## src/rtl/hazard_scoreboard_pkg.sv

```systemverilog
// Shared types and forwarding encodings for the pipeline hazard scoreboard.
// Tag destinations are stored at a fixed width so the struct is register-count agnostic.
package hazard_pkg;

   localparam int DST_W  = 8;
   localparam int FWD_RF = 0;
   localparam int FWD_W  = 1;

   typedef struct packed {
      logic             valid;
      logic [DST_W-1:0] dst;
      logic             rw;
      logic             ld;
   } hz_tag_t;

   function automatic int fwd_m(input int k);
      return k + 1;
   endfunction

   function automatic int PC_REG(input int nregs);
      return nregs - 1;
   endfunction

   // A stage can supply a result if it writes; memory stages only once the value is not a pending load.
   function automatic logic fwd_ok(input hz_tag_t t, input logic ld_ok);
      return t.valid & t.rw & (ld_ok | ~t.ld);
   endfunction

endpackage

```

## src/rtl/hazard_scoreboard_if.sv

```systemverilog
// Decode/Execute hazard inputs and pipeline-control outputs of the hazard scoreboard.
interface hazard_scoreboard_if #(
   parameter int NREGS   = 16,
   parameter int MEM_LAT = 1,
   parameter int CNT_W   = 16
);
   localparam int AW     = $clog2(NREGS);
   localparam int FSEL_W = $clog2(MEM_LAT + 2);

   logic [AW-1:0]     ra1d;
   logic [AW-1:0]     ra2d;
   logic [AW-1:0]     wa3d;
   logic              regwrite_d;
   logic              memtoreg_d;
   logic              valid_d;
   logic              cond_ex_e;
   logic              branch_taken_e;
   logic              stall_f;
   logic              stall_d;
   logic              flush_d;
   logic              flush_e;
   logic [FSEL_W-1:0] forward_ae;
   logic [FSEL_W-1:0] forward_be;
   logic [CNT_W-1:0]  stall_count;
   logic [CNT_W-1:0]  flush_count;

   modport master (
      output ra1d, ra2d, wa3d, regwrite_d, memtoreg_d, valid_d, cond_ex_e, branch_taken_e,
      input  stall_f, stall_d, flush_d, flush_e, forward_ae, forward_be, stall_count, flush_count
   );

   modport slave (
      input  ra1d, ra2d, wa3d, regwrite_d, memtoreg_d, valid_d, cond_ex_e, branch_taken_e,
      output stall_f, stall_d, flush_d, flush_e, forward_ae, forward_be, stall_count, flush_count
   );
endinterface

```

## src/rtl/hazard_scoreboard_sat_counter.sv

```systemverilog
// Event counter that sticks at all-ones instead of wrapping.
module sat_counter #(
   parameter int CNT_W = 16
) (
   input  logic             clk,
   input  logic             reset,
   input  logic             inc,
   output logic [CNT_W-1:0] count
);

   // Count qualifying cycles, holding at the maximum value.
   always_ff @(posedge clk or posedge reset) begin
      if (reset) begin
         count <= '0;
      end else if (inc && (count != {CNT_W{1'b1}})) begin
         count <= count + CNT_W'(1);
      end else begin
         count <= count;
      end
   end

endmodule

```

## src/rtl/hazard_scoreboard.sv

```systemverilog
// Hazard unit with its own E..W tag pipeline: load-use stalls, PC-write stalls, flushes,
// operand forwarding selects and saturating stall/flush event counters.
module hazard_scoreboard
   import hazard_pkg::*;
#(
   parameter int NREGS   = 16,
   parameter int MEM_LAT = 1,
   parameter int CNT_W   = 16
) (
   input logic          clk,
   input logic          reset,
   hazard_scoreboard_if.slave hz
);

   localparam int AW     = $clog2(NREGS);
   localparam int FSEL_W = $clog2(MEM_LAT + 2);
   localparam logic [DST_W-1:0] PC_DST = DST_W'(PC_REG(NREGS));
   localparam logic [AW-1:0]    PC_SRC = AW'(PC_REG(NREGS));

   hz_tag_t           tag_e;
   hz_tag_t           tag_m [MEM_LAT];
   hz_tag_t           tag_w;
   logic [AW-1:0]     ra1e;
   logic [AW-1:0]     ra2e;
   logic              ldstall;
   logic              pcpend;
   logic              d_pc_write;
   logic              e_pc_write;
   logic              stall_f;
   logic              stall_d;
   logic              flush_d;
   logic              flush_e;
   logic [FSEL_W-1:0] fwd_a;
   logic [FSEL_W-1:0] fwd_b;

   // Load-use detection and PC-write-in-flight detection across the tag pipeline.
   always_comb begin
      d_pc_write = hz.regwrite_d && (hz.wa3d == PC_SRC);
      e_pc_write = tag_e.valid && tag_e.rw && (tag_e.dst == PC_DST);
      // E is deliberately not qualified by cond_ex_e here.
      ldstall = hz.valid_d && tag_e.valid && tag_e.rw && tag_e.ld &&
                ((tag_e.dst == DST_W'(hz.ra1d)) || (tag_e.dst == DST_W'(hz.ra2d)));
      pcpend  = d_pc_write || e_pc_write ||
                (tag_w.valid && tag_w.rw && (tag_w.dst == PC_DST));
      for (int k = 0; k < MEM_LAT; k++) begin
         ldstall = ldstall || (hz.valid_d && tag_m[k].valid && tag_m[k].rw && tag_m[k].ld &&
                   ((tag_m[k].dst == DST_W'(hz.ra1d)) || (tag_m[k].dst == DST_W'(hz.ra2d))));
         pcpend  = pcpend || (tag_m[k].valid && tag_m[k].rw && (tag_m[k].dst == PC_DST));
      end
   end

   // Forward selects: start from W, then let younger memory stages override.
   always_comb begin
      fwd_a = (fwd_ok(tag_w, 1'b1) && (tag_w.dst == DST_W'(ra1e))) ? FSEL_W'(FWD_W) : FSEL_W'(FWD_RF);
      fwd_b = (fwd_ok(tag_w, 1'b1) && (tag_w.dst == DST_W'(ra2e))) ? FSEL_W'(FWD_W) : FSEL_W'(FWD_RF);
      for (int k = MEM_LAT; k >= 1; k--) begin
         fwd_a = (fwd_ok(tag_m[k-1], 1'b0) && (tag_m[k-1].dst == DST_W'(ra1e))) ? FSEL_W'(fwd_m(k)) : fwd_a;
         fwd_b = (fwd_ok(tag_m[k-1], 1'b0) && (tag_m[k-1].dst == DST_W'(ra2e))) ? FSEL_W'(fwd_m(k)) : fwd_b;
      end
      fwd_a = (ra1e == PC_SRC) ? FSEL_W'(FWD_RF) : fwd_a;
      fwd_b = (ra2e == PC_SRC) ? FSEL_W'(FWD_RF) : fwd_b;
   end

   // Control outputs; a taken branch overrides stalls since Decode holds a wrong-path instruction.
   always_comb begin
      if (reset) begin
         stall_f = 1'b0;
         stall_d = 1'b0;
         flush_e = 1'b0;
         flush_d = d_pc_write;
      end else if (hz.branch_taken_e) begin
         stall_f = e_pc_write;
         stall_d = 1'b0;
         flush_e = 1'b1;
         flush_d = 1'b1;
      end else begin
         stall_f = ldstall || pcpend;
         stall_d = ldstall;
         flush_e = ldstall;
         flush_d = pcpend;
      end
   end

   // Tag pipeline: advances every cycle, E takes a bubble when flushed.
   always_ff @(posedge clk or posedge reset) begin
      if (reset) begin
         tag_e <= '0;
         ra1e  <= '0;
         ra2e  <= '0;
         tag_w <= '0;
         for (int k = 0; k < MEM_LAT; k++) begin
            tag_m[k] <= '0;
         end
      end else begin
         if (flush_e) begin
            tag_e <= '0;
            ra1e  <= '0;
            ra2e  <= '0;
         end else begin
            tag_e <= '{valid: hz.valid_d, dst: DST_W'(hz.wa3d),
                       rw: hz.regwrite_d & hz.valid_d, ld: hz.memtoreg_d};
            ra1e  <= hz.ra1d;
            ra2e  <= hz.ra2d;
         end
         tag_m[0] <= '{valid: tag_e.valid, dst: tag_e.dst, rw: tag_e.rw & hz.cond_ex_e, ld: tag_e.ld};
         for (int k = 1; k < MEM_LAT; k++) begin
            tag_m[k] <= tag_m[k-1];
         end
         tag_w <= tag_m[MEM_LAT-1];
      end
   end

   sat_counter #(.CNT_W(CNT_W)) u_stall_cnt (
      .clk   (clk),
      .reset (reset),
      .inc   (stall_f),
      .count (hz.stall_count)
   );

   sat_counter #(.CNT_W(CNT_W)) u_flush_cnt (
      .clk   (clk),
      .reset (reset),
      .inc   (flush_e),
      .count (hz.flush_count)
   );

   assign hz.stall_f    = stall_f;
   assign hz.stall_d    = stall_d;
   assign hz.flush_d    = flush_d;
   assign hz.flush_e    = flush_e;
   assign hz.forward_ae = fwd_a;
   assign hz.forward_be = fwd_b;

endmodule

```

## src/flat_wrapper.sv

```systemverilog
// flat-port wrapper written by rule: the top's interface ports become plain ports
module hazard_scoreboard_flat import hazard_pkg::*;
#(
   parameter int NREGS   = 16,
   parameter int MEM_LAT = 1,
   parameter int CNT_W   = 16
)
  (clk, reset, hz_ra1d, hz_ra2d, hz_wa3d, hz_regwrite_d, hz_memtoreg_d, hz_valid_d, hz_cond_ex_e, hz_branch_taken_e, hz_stall_f, hz_stall_d, hz_flush_d, hz_flush_e, hz_forward_ae, hz_forward_be, hz_stall_count, hz_flush_count);
  hazard_scoreboard_if #(.NREGS(NREGS), .MEM_LAT(MEM_LAT), .CNT_W(CNT_W)) hz_i ();
  input logic clk;
  input logic reset;
  input wire logic [$bits(hz_i.ra1d)-1:0] hz_ra1d;
  input wire logic [$bits(hz_i.ra2d)-1:0] hz_ra2d;
  input wire logic [$bits(hz_i.wa3d)-1:0] hz_wa3d;
  input wire logic [$bits(hz_i.regwrite_d)-1:0] hz_regwrite_d;
  input wire logic [$bits(hz_i.memtoreg_d)-1:0] hz_memtoreg_d;
  input wire logic [$bits(hz_i.valid_d)-1:0] hz_valid_d;
  input wire logic [$bits(hz_i.cond_ex_e)-1:0] hz_cond_ex_e;
  input wire logic [$bits(hz_i.branch_taken_e)-1:0] hz_branch_taken_e;
  output wire logic [$bits(hz_i.stall_f)-1:0] hz_stall_f;
  output wire logic [$bits(hz_i.stall_d)-1:0] hz_stall_d;
  output wire logic [$bits(hz_i.flush_d)-1:0] hz_flush_d;
  output wire logic [$bits(hz_i.flush_e)-1:0] hz_flush_e;
  output wire logic [$bits(hz_i.forward_ae)-1:0] hz_forward_ae;
  output wire logic [$bits(hz_i.forward_be)-1:0] hz_forward_be;
  output wire logic [$bits(hz_i.stall_count)-1:0] hz_stall_count;
  output wire logic [$bits(hz_i.flush_count)-1:0] hz_flush_count;
  assign hz_i.ra1d = hz_ra1d;
  assign hz_i.ra2d = hz_ra2d;
  assign hz_i.wa3d = hz_wa3d;
  assign hz_i.regwrite_d = hz_regwrite_d;
  assign hz_i.memtoreg_d = hz_memtoreg_d;
  assign hz_i.valid_d = hz_valid_d;
  assign hz_i.cond_ex_e = hz_cond_ex_e;
  assign hz_i.branch_taken_e = hz_branch_taken_e;
  assign hz_stall_f = hz_i.stall_f;
  assign hz_stall_d = hz_i.stall_d;
  assign hz_flush_d = hz_i.flush_d;
  assign hz_flush_e = hz_i.flush_e;
  assign hz_forward_ae = hz_i.forward_ae;
  assign hz_forward_be = hz_i.forward_be;
  assign hz_stall_count = hz_i.stall_count;
  assign hz_flush_count = hz_i.flush_count;
  hazard_scoreboard #(.NREGS(NREGS), .MEM_LAT(MEM_LAT), .CNT_W(CNT_W)) u_core (.clk(clk), .reset(reset), .hz(hz_i));
endmodule
```

## config.mk

```make
export PLATFORM = sky130hd
export DESIGN_NAME = hazard_scoreboard_flat
export DESIGN_NICKNAME = d
export VERILOG_FILES = /design/src/rtl/hazard_scoreboard_pkg.sv /design/src/rtl/hazard_scoreboard_if.sv /design/src/rtl/hazard_scoreboard_sat_counter.sv /design/src/rtl/hazard_scoreboard.sv /design/src/flat_wrapper.sv
export SDC_FILE = /design/constraint.sdc
export NUM_CORES = 1
export LEC_CHECK = 0
export ABC_AREA = 1
export ABC_CLOCK_PERIOD_IN_PS = 2800
export BUFFER_PORTS_ARGS = -buffer_cell sky130_fd_sc_hd__buf_4
export CAP_MARGIN = 20
export CORE_MARGIN = 2
export CORE_UTILIZATION = 51
export DETAILED_ROUTE_END_ITERATION = 10
export PLACE_DENSITY_LB_ADDON = 0.05
export SYNTH_ARGS = -nofsm -noshare
export SYNTH_HDL_FRONTEND = slang
export SYNTH_SLANG_ARGS = --single-unit
```

## constraint.sdc

```tcl
create_clock -name clk -period 2.8 [get_ports clk]
set_input_delay 0.14 -clock clk [delete_from_list [all_inputs] [get_ports clk]]
set_output_delay 0.14 -clock clk [all_outputs]
set_load 0.01 [all_outputs]
```

**After elaboration in Yosys (flattened, before gate mapping)**

Cells that the tools add are included.

- Shifts and indexed selects: 0
- Add/subtract/negate cells: 2
- Div/mod/pow operators: 0
- Multipliers: 0
- $lt $le $gt $ge: 0
- Bitwise operators: 6
- Multiplexer cells: 17
- Reductions and logical operators: 28
- Equality and inequality tests: 16

Operators by type and width:

| cell | count |
|---|---|
| 8-bit by 4-bit equality test with 1-bit output | 8 |
| 16-bit by 1-bit adder with 16-bit output (second input constant) | 2 |
| 16-bit inequality test (second input constant) | 2 |
| 8-bit by 4-bit equality test with 1-bit output (second input constant) | 3 |
| 1-bit logical AND | 21 |
| 4-bit equality test (second input constant) | 3 |
| 11-bit two-way mux | 1 |
| 1-bit two-way mux | 10 |
| 2-bit two-way mux | 4 |
| 4-bit two-way mux | 2 |
| 1-bit logical OR | 7 |
| 1-bit AND | 5 |
| 1-bit inverter | 1 |

- Flip-flop bits (word level): 72
- Memories: 0
- ROM bits: 0
- Bits of input ports: 19
- Output and inout bits: 40
- Word-level logic and storage cells: 84
- Memory bits (writable): 0
- Bits in latches: 0

**Depth between registers and ports, before layout**

- Depth in word-level cells: 9
- Gate-level depth with buffers: 13

**By module**

A second synthesis with hierarchy kept.

- Cells, all modules: 505
- Area, all modules: 3,748.6 µm²

Modules (own cells, without submodules):

| module | sequential area each (µm²) | cells an instance | area an instance (µm²) | times used |
|---|---|---|---|---|
| sat_counter | 400.4 | 150 | 1,069.8 | 2 |
| hazard_scoreboard | 700.7 | 205 | 1,609.0 | 1 |

**Worst setup path after synthesis**

Ideal clock, no wire load.

- Path kind: input -> register
- Start: input port reset
- End: register u_core.u_flush_cnt.count[10]
- Cell stages on the path: 4
- Arrival time: 2,543 ps
- Path buffers: 1
- Setup time: 77 ps
- Setup slack: 180 ps
- Cells stage by stage: inv_2 > clkbuf_1 > nand4_1 > nand2_1

- Word-level cells in the longest chain between the ends: 2

Ends and longest elaborated chain:

| what | RTL line | RTL |
|---|---|---|
| start: declaration | flat_wrapper.sv:11 | `input logic reset;` |
| 1-bit two-way mux | hazard_scoreboard.sv:66 | `if (reset) begin` |
| 1-bit logical AND | hazard_scoreboard_sat_counter.sv:15 | `end else if (inc && (count != {CNT_W{1'b1}})) begin` |
| end signal: assignment | hazard_scoreboard_sat_counter.sv:16 | `count <= count + CNT_W'(1);` |
| end signal: assignment | hazard_scoreboard_sat_counter.sv:18 | `count <= count;` |
| end: declaration | hazard_scoreboard_sat_counter.sv:8 | `output logic [CNT_W-1:0] count` |

No other way between the ends.
A chain may end at the register's enable or synchronous reset.

**Worst setup path in the final report**

- Start: register u_core.tag_m[4] (netlist name)
- End: output port hz_flush_e

- Word-level cells in the longest chain between the ends: 6
- Elaborated cells on any way between the ends: 7
- Those cells by class: eq/ne: 2; mux: 2; reduce/logical: 3

Ends and longest elaborated chain:

| what | RTL line | RTL |
|---|---|---|
| start: declaration | hazard_scoreboard.sv:21 | `hz_tag_t tag_m [MEM_LAT];` |
| start signal: indexed assignment | hazard_scoreboard.sv:107 | `tag_m[k] <= tag_m[k-1];` |
| 8-bit by 4-bit equality test with 1-bit output | hazard_scoreboard.sv:47 | `((tag_m[k].dst == DST_W'(hz.ra1d)) \|\| (tag_m[k].dst == DST_W'(hz.ra2d))));` |
| 1-bit logical OR * | hazard_scoreboard.sv:47 |  |
| 1-bit logical AND * | hazard_scoreboard.sv:46 | `ldstall = ldstall \|\| (hz.valid_d && tag_m[k].valid && tag_m[k].rw && tag_m[k].ld &&` |
| 1-bit logical OR * | hazard_scoreboard.sv:46 |  |
| 1-bit two-way mux * | hazard_scoreboard.sv:71 | `end else if (hz.branch_taken_e) begin` |
| 1-bit two-way mux * | hazard_scoreboard.sv:66 |  |
| end: declaration | flat_wrapper.sv:23 | `output wire logic [$bits(hz_i.flush_e)-1:0] hz_flush_e;` |

Mark *: on every way between the ends. The rest lies on a longest branch, timed or not.

==> flow_summary.yaml <==
clock_tree:
  cts.path.max_buffers: 2
  cts_tree: "yes"
  cts_setup_buffers: 0
  cts-resized-gates: 0
  root_buffer: "clkbuf_8"
  hold_buffers: 2
  numCtsBuffers: 9
  path_clk_slew_ps: 70
  clock_latency_ps: 340
  h-tree-depth: 3
  clock-sinks: 60
sta:
  hold_viol_final: 0
  slew_headroom: 0.536
  period_minus_slack_ps: 2210
  finalSetupViolCount: 0
  fin_skew_ps: 6.24
  setup_tns_ps: 0
  setup_ws_ps: 593
  period_share: 0.788
  tightestPinTransition_ps: 696
  slew_viol_final: 0
  rsz0062_at_grt: "no"
  timing.fmax_ghz: 0.453
detailed_routing:
  first_pass_iters: 4
  drc: 0
  avgRoutedWirePerCell_um: 12.4
  num_vias: 3261
  drt_iter0_markers: 158
  ant_nets: 0
  viasPerCell: 5.03
  wirelength_um: 8010
pwr:
  vdd_drop_max_v: 0.000285
  p_leak_nw: 2.27
  p_per_area_nw_per_um2: 523
worst_setup_path:
  crit_path_end_kind: "output port"
  cp.required_ps: 2660
  critPathMaxFanout: 16
  max_stage_delay_ps: 520
  path_class: "register to output port"
  cp_cell_sequence: "inv_2, nand2_1, nand2_1, nor2_1, nand2_1, nand2_2, nand2_4, nand2_1, nand2_1, o21ai_2, buf_4"
  worst-path-buf-inv: 2
  critPathArrivalTime_ps: 2070
  cpLargestDelayFamily: "simple AND/OR/NAND/NOR gates"
  critPathSlowestCell: "dfrtp_1"
  cp-start-kind: "register"
  cpMostUsedCell: "nand2_1"
placement:
  gp_congestion: 0.865
  place_ws_ps: 957
  io_buffer_count: 58
  hpwl_um: 5840
cells_and_area:
  diodes: 0
  layout_common_cells: "nand2_1 (172), buf_4 (60), dfrtp_1 (60)"
  fillers: 642
  multiInputGateArea_um2: 1850
  final_nets: 568
  drive_gt1_frac: 0.174
  final_common_cell: "nand2_1"
  syn2layout_area_growth_pct: 19.7
  seq_area_um2: 1500
die:
  initial_core_util: 0.530
  io_pins: 59
  die_w_um: 88.5
  fp.dieH_um: 88.5
  rows: 30
  core_area_um2: 6870
  dieArea_um2: 7830
grt:
  grt_max_degree: 35
  grt.total_usage: 0.222
  antenna_found_initial: 0
  grt_pass1_vias: 3027
  overflow: 0
  grt_pass1_wl_um: 13500
yosys:
  synth_top_area_frac: 0.413
  ys_seq_area_frac: 0.413
  netlist_instances: 486
  synth_top_area_cell: "dfrtp_1"
  yosysWarnings: 0
  synthesis.nets: 507
  syn_area_um2: 3640
  netlist-cell-type-count: 32
  postSynthAreaPerCell_um2: 7.49
  ys_top_cells_by_area: "dfrtp_1 (41%), nand2_1 (18%), nand4_1 (6.7%)"
  synth-seq-cells: 60
min_path:
  hp-class: "input pin to register"
job:
  drv_cap: 0
outcome:
  status: "finished clean"
## sequential cells by signal (all words and copies together) (netlist names)
register                  flops
u_core.ra1e                   4
u_core.u_flush_cnt.count     16
u_core.tag_w                  6
u_core.tag_m                  7
u_core.ra2e                   4
u_core.u_stall_cnt.count     16
u_core.tag_e                  7
## through the flow
| stage | util | hold slack, ps | std cells | cell area, um^2 | total power, mW |
|---|---|---|---|---|---|
| 6_report | 0.634 | 18.0 | 648 | 4360 | 2.28 |
| 2_1_floorplan | - | 244 | 486 | 3640 | 1.31 |
| 5_1_grt | 0.634 | 1.72 | 648 | 4360 | 2.41 |
| 3_5_place_dp | 0.601 | 140 | 630 | 4130 | 1.48 |
| 3_3_place_gp | 0.601 | 143 | 630 | 4130 | 1.47 |
| 4_1_cts | 0.634 | 0.766 | 648 | 4360 | 2.30 |
## cell type report
class | instances | area share
clock buffers | 11 | 0.0347
clock inverters | 5 | 0.0138
inverters | 55 | 0.0474
multi-input cells | 359 | 0.424
flip-flops and latches | 60 | 0.345
well taps | 96 | 0.0276
repair buffers | 62 | 0.108
## cell usage after synthesis, drive strengths merged
| cell type | number |
|---|---|
| a21oi | 6 |
| clkinv | 1 |
| nor3 | 13 |
| nand4 | 41 |
| nor2 | 55 |
| nor4 | 2 |
| xnor2 | 11 |
| dfrtp | 60 |
| inv | 54 |
| ha | 2 |
| xor2 | 24 |
| nand2 | 174 |
| and3 | 1 |
| nor3b | 1 |
| o22ai | 2 |
| nand3 | 22 |
| buf | 10 |
| clkbuf | 2 |
| nand3b | 1 |
| o21ai | 4 |
## worst paths after layout
kind | startpoint | to | slack (ps) | depth (start not counted)
worst max-delay path | u_core.tag_m[4]$_DFF_PP0_ | hz_flush_e | 590 | 11
worst min-delay path | hz_memtoreg_d | u_core.tag_e[0]$_DFF_PP0_ | 20 | 3
worst max register to register | u_core.u_flush_cnt.count[0]$_DFFE_PP0P_ | u_core.u_flush_cnt.count[2]$_DFFE_PP0P_ | 950 | 7
worst min register to register | u_core.tag_m[1]$_DFF_PP0_ | u_core.tag_w[1]$_DFF_PP0_ | 380 | 0
max in group asynchronous | reset | u_core.ra1e[0]$_DFF_PP0_ | 1280 | 5
min in group asynchronous | reset | u_core.u_stall_cnt.count[2]$_DFFE_PP0P_ | 330 | 3
## worst min-delay path, stage by stage
cell and delay, ps:
buf_4 110, inv_1 40, nor2_1 30
## metal layers
metal,vias to the layer above,share of wire,global-route usage
li1,1679,-,-
met5,-,0,0
met4,0,0.018,0.0923
met1,1509,0.46,0.293
met3,12,0.041,0.0308
met2,61,0.48,0.368
## power breakdown
| part | internal, mW | switching [mW] | leakage, nW |
|---|---|---|---|
| registers | 0.942 | 0.114 | 0.785 |
| clock network | 0.459 | 0.357 | 0.0938 |
| logic | 0.184 | 0.225 | 1.40 |
| total | 1.58 | 0.696 | 2.27 |
## logic make-up after synthesis
group | count (synthesis) | share of synthesized area
XOR/XNOR | 35 | 0.0842
buffers and inverters | 67 | 0.0798
AO/OA/AOI/OAI | 12 | 0.0213
flip-flops | 60 | 0.413
adder cells (fa/ha/maj) | 2 | 0.00687
AND/OR/NAND/NOR | 310 | 0.395
Power figures use the tool's default switching activity.
